`src/rtl/mac_acc_16_if.sv`:
```
// Handshake bundle for mac_acc_16: product input side and block result side.
// Ports: prod_in/prod_valid/prod_ready in; acc_out/acc_valid/acc_ready/acc_sat/beat_cnt out.
interface mac_acc_16_if #(
    parameter int ACC_W = 24
);
    logic [15:0]      prod_in;
    logic             prod_valid;
    logic             prod_ready;
    logic [ACC_W-1:0] acc_out;
    logic             acc_valid;
    logic             acc_ready;
    logic             acc_sat;
    logic [7:0]       beat_cnt;

    modport master (
        output prod_in, prod_valid, acc_ready,
        input  prod_ready, acc_out, acc_valid, acc_sat, beat_cnt
    );

    modport slave (
        input  prod_in, prod_valid, acc_ready,
        output prod_ready, acc_out, acc_valid, acc_sat, beat_cnt
    );
endinterface

```
`src/rtl/mac_acc_16.sv`:
```
// Block accumulator for signed 16-bit products, LEN beats per block, sat or wrap.
// Ports: sys_clk, sys_rst_n (async low), clr (sync abort), bus (slave handshake bundle).
module mac_acc_16 #(
    parameter int ACC_W  = 24,
    parameter int LEN    = 8,
    parameter int SAT_EN = 1
) (
    input  logic         sys_clk,
    input  logic         sys_rst_n,
    input  logic         clr,
    mac_acc_16_if.slave  bus
);
    typedef enum logic {S_ACC, S_OUT} state_t;

    localparam logic [ACC_W-1:0] MAX_V = {1'b0, {(ACC_W-1){1'b1}}};
    localparam logic [ACC_W-1:0] MIN_V = {1'b1, {(ACC_W-1){1'b0}}};
    localparam logic [7:0]       LAST  = 8'(LEN - 1);

    state_t           state;
    logic [ACC_W-1:0] acc;
    logic             sat_r;
    logic [7:0]       cnt;
    logic [ACC_W-1:0] out_r;
    logic             valid_r;
    logic             osat_r;

    logic [ACC_W:0]   sum;
    logic             ovf;
    logic [ACC_W-1:0] nxt;

    // One guard bit catches overflow of a single beat.
    always_comb begin
        sum = {acc[ACC_W-1], acc}
            + {{(ACC_W-15){bus.prod_in[15]}}, bus.prod_in};
        ovf = sum[ACC_W] ^ sum[ACC_W-1];
        nxt = sum[ACC_W-1:0];
        if (ovf && SAT_EN != 0) begin
            nxt = sum[ACC_W] ? MIN_V : MAX_V;
        end
    end

    always_ff @(posedge sys_clk or negedge sys_rst_n) begin
        if (!sys_rst_n) begin
            state   <= S_ACC;
            acc     <= '0;
            sat_r   <= 1'b0;
            cnt     <= '0;
            out_r   <= '0;
            valid_r <= 1'b0;
            osat_r  <= 1'b0;
        end else if (clr) begin
            state   <= S_ACC;
            acc     <= '0;
            sat_r   <= 1'b0;
            cnt     <= '0;
            valid_r <= 1'b0;
        end else begin
            unique case (state)
                S_ACC: begin
                    if (bus.prod_valid) begin
                        if (cnt == LAST) begin
                            out_r   <= nxt;
                            osat_r  <= sat_r | ovf;
                            valid_r <= 1'b1;
                            acc     <= '0;
                            sat_r   <= 1'b0;
                            cnt     <= '0;
                            state   <= S_OUT;
                        end else begin
                            acc   <= nxt;
                            sat_r <= sat_r | ovf;
                            cnt   <= cnt + 8'd1;
                        end
                    end
                end
                S_OUT: begin
                    if (bus.acc_ready) begin
                        valid_r <= 1'b0;
                        state   <= S_ACC;
                    end
                end
                default: state <= S_ACC;
            endcase
        end
    end

    assign bus.prod_ready = (state == S_ACC);
    assign bus.acc_out    = out_r;
    assign bus.acc_valid  = valid_r;
    assign bus.acc_sat    = osat_r;
    assign bus.beat_cnt   = cnt;
endmodule
```
`src/flat_wrapper.sv`:
```
// flat-port wrapper written by rule: the top's interface ports become plain ports
module mac_acc_16_flat 
#(
    parameter int ACC_W  = 24,
    parameter int LEN    = 8,
    parameter int SAT_EN = 1
)
  (sys_clk, sys_rst_n, clr, bus_prod_in, bus_prod_valid, bus_acc_ready, bus_prod_ready, bus_acc_out, bus_acc_valid, bus_acc_sat, bus_beat_cnt);
  mac_acc_16_if #(.ACC_W(ACC_W)) bus_i ();
  input  logic sys_clk;
  input  logic sys_rst_n;
  input  logic clr;
  input wire logic [$bits(bus_i.prod_in)-1:0] bus_prod_in;
  input wire logic [$bits(bus_i.prod_valid)-1:0] bus_prod_valid;
  input wire logic [$bits(bus_i.acc_ready)-1:0] bus_acc_ready;
  output wire logic [$bits(bus_i.prod_ready)-1:0] bus_prod_ready;
  output wire logic [$bits(bus_i.acc_out)-1:0] bus_acc_out;
  output wire logic [$bits(bus_i.acc_valid)-1:0] bus_acc_valid;
  output wire logic [$bits(bus_i.acc_sat)-1:0] bus_acc_sat;
  output wire logic [$bits(bus_i.beat_cnt)-1:0] bus_beat_cnt;
  assign bus_i.prod_in = bus_prod_in;
  assign bus_i.prod_valid = bus_prod_valid;
  assign bus_i.acc_ready = bus_acc_ready;
  assign bus_prod_ready = bus_i.prod_ready;
  assign bus_acc_out = bus_i.acc_out;
  assign bus_acc_valid = bus_i.acc_valid;
  assign bus_acc_sat = bus_i.acc_sat;
  assign bus_beat_cnt = bus_i.beat_cnt;
  mac_acc_16 #(.ACC_W(ACC_W), .LEN(LEN), .SAT_EN(SAT_EN)) u_core (.sys_clk(sys_clk), .sys_rst_n(sys_rst_n), .clr(clr), .bus(bus_i));
endmodule
```
`config.mk`:
```
export PLATFORM = sky130hd
export DESIGN_NAME = mac_acc_16_flat
export DESIGN_NICKNAME = d
export VERILOG_FILES = /design/src/rtl/mac_acc_16_if.sv /design/src/rtl/mac_acc_16.sv /design/src/flat_wrapper.sv
export SDC_FILE = /design/constraint.sdc
export NUM_CORES = 1
export LEC_CHECK = 0
export CAP_MARGIN = 25
export CORE_ASPECT_RATIO = 0.8
export CORE_MARGIN = 2
export CORE_UTILIZATION = 55
export CTS_CLUSTER_SIZE = 8
export DETAILED_ROUTE_END_ITERATION = 10
export GPL_TIMING_DRIVEN = 0
export PLACE_DENSITY = 0.84
export SETUP_SLACK_MARGIN = 0.02
export SLEW_MARGIN = 20
export SYNTH_ARGS = -nofsm -noshare
export SYNTH_HDL_FRONTEND = slang
export SYNTH_SLANG_ARGS = --single-unit
```
`constraint.sdc`:
```
create_clock -name sys_clk -period 3.6 [get_ports sys_clk]
set_clock_uncertainty 0.2 [all_clocks]
set_input_delay 0.9 -clock sys_clk [delete_from_list [all_inputs] [get_ports sys_clk]]
set_output_delay 0.9 -clock sys_clk [all_outputs]
set_load 0.1 [all_outputs]
```
# Word-level counts from Yosys, hierarchy flattened
# Index checks and enable logic that the tools add are counted.
# word_totals
inputBits,21
register_bits,60
word_cells,46
out_inout_bits,35
# classes
mux,24
add_sub_neg,2
eq_ne,5
reduce_logical,4
bitwise,4
# op_table
cell,n
24-bit two-way mux,6
8-bit two-way mux,4
24-bit by 16-bit adder with 25-bit output,1
1-bit two-way mux,12
"8-bit by 1-bit adder with 8-bit output, second input constant",1
"8-bit by 3-bit == test with 1-bit output, second input constant",1
"3-bit != test, second input constant",2
1-bit case mux with 2 select lines,2
4-bit AND reduction,1
"3-bit by 2-bit != test with 1-bit output, second input constant",1
3-bit AND reduction,1
"2-bit != test, second input constant",1
1-bit NOT,2
2-bit AND reduction,1
2-bit nonzero test,1
1-bit OR,1
1-bit XOR,1

# Longest topological paths before layout
# Gate-level depths: netlist of run 1.
# logic_depth
word_depth,7
depth_mapped,11
ltp_nobuf,10

# Worst setup path after synthesis of run 1
# No wires, ideal clock.
# synth_timing
path_type,input to register
from,input port bus_prod_in[0]
to,"register u_core.out_r[11], in the netlist u_core.bus.acc_out[11]"
required_ps,3275
t_arrival_ps,3319
path_stages,10
slack_ps,-45
setup_time_ps,125
path_cell_list,ha_1 > fa_1 > a21o_1 > a2111oi_4 > a211oi_1 > o21ai_0 > nand3_1 > mux2i_1 > o21ai_0 > mux2_2
# synth_via
elab_chain_cells,3
elab_cells_between_ends,4
classes_between,1 x add/sub; 2 x mux; 1 x bitwise
# synth_lines
item,line,source
from (decl),flat_wrapper.sv:13,input wire logic [$bits(bus_i.prod_in)-1:0] bus_prod_in;
24-bit by 16-bit adder with 25-bit output *,mac_acc_16.sv:34,"+ {{(ACC_W-15){bus.prod_in[15]}}, bus.prod_in};"
24-bit two-way mux / 1-bit XOR (equally long branches),"mac_acc_16.sv:38, mac_acc_16.sv:35",
24-bit two-way mux *,mac_acc_16.sv:37,if (ovf && SAT_EN != 0) begin
to (signal assigned),mac_acc_16.sv:62,out_r <= nxt;
to (decl),mac_acc_16.sv:23,logic [ACC_W-1:0] out_r;
# Every way passes the cells marked *; elsewhere a longest branch is shown, timed or not.
# A chain may end at the register's enable or synchronous reset.

# Final worst setup path of run 1
# layout_timing
from,input port bus_prod_in[11]
to,"register u_core.out_r[21], in the netlist u_core.bus.acc_out[21]"
# Same word-level chain as after synthesis.

==> results of run 1 <==
final cells by class:
class	instances	area, µm²
plain buffers	10	53.8
flip-flops and latches	60	1500
clock inverters	4	72.6
clock buffers	12	145
well taps	84	105
repair buffers	86	860
fillers	354	1260
multi-input cells	332	2450
inverters	5	18.8
logic make-up (layout without fill, tap and decap cells):
group | count (synthesis) | after routing | share of synthesized area, %
compound gates | 126 | 126 | 22.3
xor+xnor | 27 | 27 | 6.34
fa+ha+maj | 26 | 26 | 8.93
buf+inv | 20 | 117 | 2.21
flops | 60 | 60 | 40.3
mux | 5 | 5 | 1.54
simple gates | 148 | 148 | 18.4
state kept, by name (all words and copies together), names as in the netlist:
name,count
u_core.bus.beat_cnt,8
u_core.bus.acc_out,24
u_core.bus.acc_sat,1
u_core.sat_r,1
u_core.bus.acc_valid,1
u_core.acc,24
u_core.state,1
synth_stat cells (2+ instances only):
master,instances
or2_2,3
nor2b_1,4
o21ai_0,30
a211oi_1,5
or4_1,3
inv_1,5
nor3_1,5
o21a_1,5
a22o_1,3
a31o_2,2
o211ai_1,11
a21oi_1,38
clkbuf_1,10
nand2_1,59
xor2_1,13
nand4_1,4
o22a_1,4
a31oi_1,5
a221o_1,4
xnor2_1,14
and2_1,9
and3_1,4
and4_1,4
a21o_1,8
ha_1,25
o31ai_1,2
mux2_2,3
nand3_1,8
dfrtp_1,60
nor2_1,40
buf_2,3
critical path, cell delays in order:
cell	delay, ns
clkdlybuf4s50_1	0.47
ha_4	0.35
and4_4	0.26
and3_1	0.21
o21ai_4	0.08
a21boi_4	0.19
a31oi_4	0.17
buf_4	0.17
buf_6	0.11
mux2_4	0.34
nand2_1	0.20
o21ai_0	0.18
repair_timing:
item	4_1_cts	5_1_grt
setup buffers	16	14
gates resized for setup	62	37
hold endpoints to repair	0	0
pin swaps	18	16
setup endpoints to repair	50	48
gates cloned	1	0
metrics by stage:
step | hold slack, ns | TNS, ns | cells | cell area (µm²)
final | 0.203 | -0.0466 | 593 | 5210
after global routing | 0.208 | -1.55 | 593 | 5210
after CTS | 0.202 | 0 | 581 | 4950
after detailed placement | 0.274 | -41.80 | 551 | 4400
after global placement | 0.267 | -65.96 | 550 | 4380
after floorplan | 0.254 | 0 | 412 | 3730
path summary, 6_finish.rpt:
path	cells after the start	slack (ns)	startpoint	endpoint
max	12	-0.03	bus_prod_in[11]	u_core.bus.acc_out[21]
min	1	0.20	sys_rst_n	u_core.bus.acc_out[4]
max reg2reg	11	0.22	u_core.acc[0]	u_core.acc[14]
min reg2reg	2	0.29	u_core.bus.acc_out[17]	u_core.bus.acc_out[17]
max in group asynchronous	2	2.51	sys_rst_n	u_core.bus.acc_out[12]
min in group sys_clk	2	0.29	u_core.bus.acc_out[17]	u_core.bus.acc_out[17]
placed cells by master (no fill, tap or decap), types with 4 or more instances in the layout:
| master | n |
|---|---|
| a21o_1 | 7 |
| xor2_1 | 13 |
| buf_6 | 9 |
| clkbuf_8 | 10 |
| buf_4 | 24 |
| clkbuf_1 | 8 |
| o21a_1 | 5 |
| a31oi_1 | 4 |
| o211ai_1 | 11 |
| o22a_1 | 4 |
| nand2_1 | 56 |
| ha_1 | 13 |
| dlymetal6s2s_1 | 4 |
| and2_1 | 7 |
| o21ai_1 | 8 |
| clkdlybuf4s50_1 | 43 |
| nand3_1 | 7 |
| a21oi_1 | 35 |
| o21ai_0 | 21 |
| dfrtp_1 | 60 |
| nand4_1 | 4 |
| and3_1 | 4 |
| ha_4 | 10 |
| inv_1 | 5 |
| nor2_1 | 37 |
| xnor2_1 | 13 |
| a221o_1 | 4 |
metal layers:
| layer | GRT usage (%) | part of all wire, % |
|---|---|---|
| met3 | 10.4 | 10 |
| met5 | 0 | 0 |
| met2 | 46.9 | 46 |
| met4 | 9.71 | 3.3 |
| met1 | 46.1 | 41 |
power groups by stage:
stage	clock, µW	sequential (µW)	combinational [µW]
final	689	884	1980
after global routing	718	891	2100
after CTS	684	856	1640
after detailed placement	0	860	1390
after global placement	0	855	1350
after floorplan	0	862	1020
==> impl_metrics.tcl, run 1 <==
set metrics [dict create \
    cp-end-kind "register" \
    worstPathArrival_ns 3.63 \
    worstPathMaxFanout 7 \
    maxCapViolations 0 \
    gp_congestion 0.951 \
    drc_errors 0 \
    status "complete, but fails checks" \
    drive_gt1_share_pct 21.0 \
    crit_path_start_kind "input pin" \
    nets 551 \
    finalCritPeriodShare_pct 101 \
    synth_cells 412 \
    synth_edf_count 0 \
    grt_max_degree 47 \
    setup_violations 3 \
    yosysSeqAreaShare_pct 40.3 \
    crit_required_ns 3.60 \
    syn_nets 459 \
    clock_power_share_pct 19.4 \
    dp_hpwl_um 7400 \
    clock_latency_ns 0.35 \
    setup_slack_ns -0.0291 \
    grt-ovfl-total 0 \
    ys_warn_count 0 \
    synth_area_leaders "dfrtp_1 40%, ha_1 8.4%, nand2_1 5.9%" \
    fin_util_pct 80.5 \
    slew_viol_final 0 \
    wirelength_um 12900 \
    syn_area_per_cell_um2 9.05 \
    n_antenna_cell 0 \
    clk_pin_slew_ns 0.07 \
    dr.pass1.iters 5 \
    design.core.area_um2 6470 \
    hold_viol 0 \
    power_uw 3550 \
    clk_path_buf_depth 2 \
    vias_per_cell 6.62 \
    async_flop_share_pct 100 \
    final_antenna_net_count 0 \
    rows 26 \
    p_int_uw 2040 \
    criticalPathCategory "input pin to register" \
    syn_area_um2 3730 \
    yosysTopAreaCellShare_pct 40.3 \
    synthDistinctLibCells 50 \
    wl_per_cell_um 21.7 \
    dieWidth_um 96.1 \
    cts_hold_buf 0 \
    clock-root-buffer "clkbuf_8" \
    rsz0062_at_grt "true" \
    p_per_area_nw_per_um2 682 \
    cts_sinks 60 \
    grt_pass1_vias 3639 \
    ys_ff_latch 60 \
    slew_headroom_pct 31.9 \
    ios 56 \
    die_h_um 77.6 \
    worst-slew-pin-transition_ns 1.02 \
    post-place-ws_ns -0.982 \
    die_area_um2 7460 \
    yosysTopAreaCell "dfrtp_1" \
    p_sw_share_pct 42.5 \
    cts_tree "done" \
    grt_pass1_wl_um 18500 \
    min_path_type "input pin to async pin" \
    drt_iter0_markers 541 \
    p_leak_uw 0.00234 \
    area_growth_pct 39.7 \
    p_comb_share_pct 55.7 \
    cts_buffers 9 \
    antenna_found_initial 0 \
    p_seq_share_pct 24.9 \
    vias 3925 \
    p_switching_uw 1510 \
    layout_min_cycle_time_ns 3.63 \
    port_buffers 54 \
    peakVddDrop_v 0.000336 \
    fmax_mhz 276 \
    violations "setup timing" \
    start_util_pct 57.6 \
    ys.flop_type "dfrtp_1" \
    gr-usage-all-layers_pct 32.3 \
    cts_max_level 3 \
]
Note: power is estimated with default switching activity, not from simulation.
==> run 2, diff against run 1 <==
--- a/config.mk
+++ b/config.mk
@@ -8,11 +8,12 @@
 export CAP_MARGIN = 25
 export CORE_ASPECT_RATIO = 0.8
 export CORE_MARGIN = 2
-export CORE_UTILIZATION = 55
+export CORE_UTILIZATION = 45
+export CTS_BUF_LIST = sky130_fd_sc_hd__clkbuf_4 sky130_fd_sc_hd__clkbuf_8 sky130_fd_sc_hd__clkbuf_16
 export CTS_CLUSTER_SIZE = 8
 export DETAILED_ROUTE_END_ITERATION = 10
 export GPL_TIMING_DRIVEN = 0
-export PLACE_DENSITY = 0.84
+export PLACE_DENSITY = 0.71
 export SETUP_SLACK_MARGIN = 0.02
 export SLEW_MARGIN = 20
 export SYNTH_ARGS = -nofsm -noshare
==> impl_metrics.tcl, run 2 (synthesized netlist as in run 1, its figures left out) <==
set metrics [dict create \
    status "finished, final reports clean" \
    worst-slew-pin-transition_ns 1.00 \
    design.core.area_um2 7980 \
    fin_hold_ws_ns 0.226 \
    grt_pass1_wl_um 17300 \
    area_growth_pct 37.3 \
    cts_sinks 60 \
    rows 29 \
    antenna_found_initial 0 \
    clock-root-buffer "clkbuf_8" \
    crit_path_start "bus_prod_in[3]" \
    cp_num_buf_inv 2 \
    drt_iter0_markers 298 \
    cts_tree "done" \
    n_antenna_cell 0 \
    worstPathArrival_ns 3.55 \
    final_antenna_net_count 0 \
    clk_path_buf_depth 2 \
    crit_path_start_kind "input pin" \
    r2r-start "u_core.acc[5]" \
    nets 543 \
    crit_required_ns 3.61 \
    grt-ovfl-total 0 \
    wl_per_cell_um 17.5 \
    drive_gt1_share_pct 22.2 \
    peakVddDrop_v 0.000282 \
    start_util_pct 46.7 \
    drc_errors 0 \
    gr-usage-all-layers_pct 24.3 \
    worstPathMaxFanout 6 \
    grt_pass1_vias 3467 \
    vias_per_cell 5.81 \
    criticalPathCategory "input pin to register" \
    slew_headroom_pct 32.9 \
    fmax_mhz 282 \
    hold_viol 0 \
    layout_commonest_cell "dfrtp_1" \
    ios 56 \
    finalCritPeriodShare_pct 98.4 \
    rsz0062_at_grt "false" \
    dr.pass1.iters 5 \
    layout_min_cycle_time_ns 3.54 \
    final_cell_mix "60 x dfrtp_1, 50 x nand2_1, 44 x clkdlybuf4s50_1, 36 x a21oi_1, 35 x nor2_1" \
    grt_max_degree 48 \
    gp_congestion 0.857 \
    die_h_um 85.4 \
    maxCapViolations 0 \
    post-place-ws_ns -0.959 \
    worst_path_largest_cell_delay_ns 0.56 \
    port_buffers 54 \
    cts_max_level 3 \
    crit_slowest_cell "or4_4" \
    setup_slack_ns 0.0582 \
    n_fill_cell 655 \
    wirelength_um 10700 \
    setup_violations 0 \
    dieWidth_um 106 \
    die_area_um2 9030 \
    dp_hpwl_um 7310 \
    min_path_type "input pin to async pin" \
    cts_hold_buf 0 \
    slew_viol_final 0 \
    clk_pin_slew_ns 0.06 \
    vias 3540 \
    critical-path-top-delay-family "compound AO/OA/AOI/OAI gates" \
    cts_buffers 9 \
    cp_cell_sequence "dlygate4sd2_1 > ha_2 > and3_4 > or4_4 > o21ai_4 > a21boi_4 > a31oi_4 > buf_12 > mux2i_4 > nor2_2 > a221o_1" \
    clock_latency_ns 0.33 \
    cp-end-kind "register" \
    p_leak_uw 0.00228 \
    p_per_area_nw_per_um2 666 \
]
==> run 2: changes by cell type in the layout (fill, tap and decap cells not counted), moves of 3 or more <==
cell,previous run,this run
clkbuf_2,0,3
ha_4,10,6
nand2_2,3,9
buf_6,9,5
ha_2,2,7
buf_4,24,21
nand2_1,56,50
clkbuf_1,8,5
==> run 2: metal layers <==
| metal | GRT usage (%) | part of all wire, % | vias up |
|---|---|---|---|
| li1 | - | - | 1658 |
| met1 | 35.7 | 47 | 1736 |
| met2 | 37.2 | 45 | 136 |
| met3 | 4.61 | 7.0 | 10 |
| met4 | 5.74 | 1.0 | 0 |
| met5 | 0 | 0 | - |
==> run 2: worst paths after layout <==
| kind | endpoint | depth (start not counted) | slack (ns) |
|---|---|---|---|
| worst min register to register | u_core.bus.acc_out[20] | 2 | 0.29 |
| worst max-delay path | u_core.acc[8] | 11 | 0.06 |
| worst max register to register | u_core.acc[8] | 10 | 0.31 |
| max in group asynchronous | u_core.acc[16] | 2 | 2.48 |
| worst min-delay path | u_core.bus.beat_cnt[5] | 1 | 0.23 |
| min in group sys_clk | u_core.bus.acc_out[20] | 2 | 0.29 |
==> run 2: area by class of cell <==
type                       instances  area, µm²  share of cell area (%)
multi-input combinational        332       2420                    47.3
sequential                        60       1500                    29.3
timing repair buffer              78        747                    14.6
clock buffer                      11        139                    2.71
tap                              108        135                    2.64
clock inverter                     5        100                    1.96
buffer                            10       57.6                    1.12
inverter                           5       18.8                   0.367
==> run 2: timing repair <==
item,CTS,global route
buffers inserted,15,7
endpoints found under the hold margin,0,0
resized for setup,50,39
pin swaps,18,13
cloned,1,0
setup endpoints to repair,50,48
==> run 2: per-stage QoR <==
stage | cells | TNS (ns) | power (µW) | util, % | area, µm²
6_report | 609 | 0 | 3410 | 64.1 | 5120
5_1_grt | 609 | 0 | 3600 | 64.1 | 5120
4_1_cts | 603 | 0 | 3200 | 61.9 | 4940
3_5_place_dp | 575 | -41.96 | 2250 | 55.5 | 4430
3_3_place_gp | 574 | -68.86 | 2220 | 55.2 | 4410
2_1_floorplan | 412 | 0 | 1890 | - | 3730
==> run 2: power breakdown <==
part           switching (µW)  internal, µW
Sequential               92.5           777
Combinational            1020           794
Clock                     256           473
Total                    1370          2040
==> run 2: worst reg2reg max path, delay by kind of cell, from the launching register on <==
family | cells | cell delay, ns
compound gates | 4 | 0.95
simple gates | 3 | 0.84
mux | 1 | 0.33
fa+ha+maj | 1 | 0.27
flops | 1 | 0.43
buf+inv | 1 | 0.15
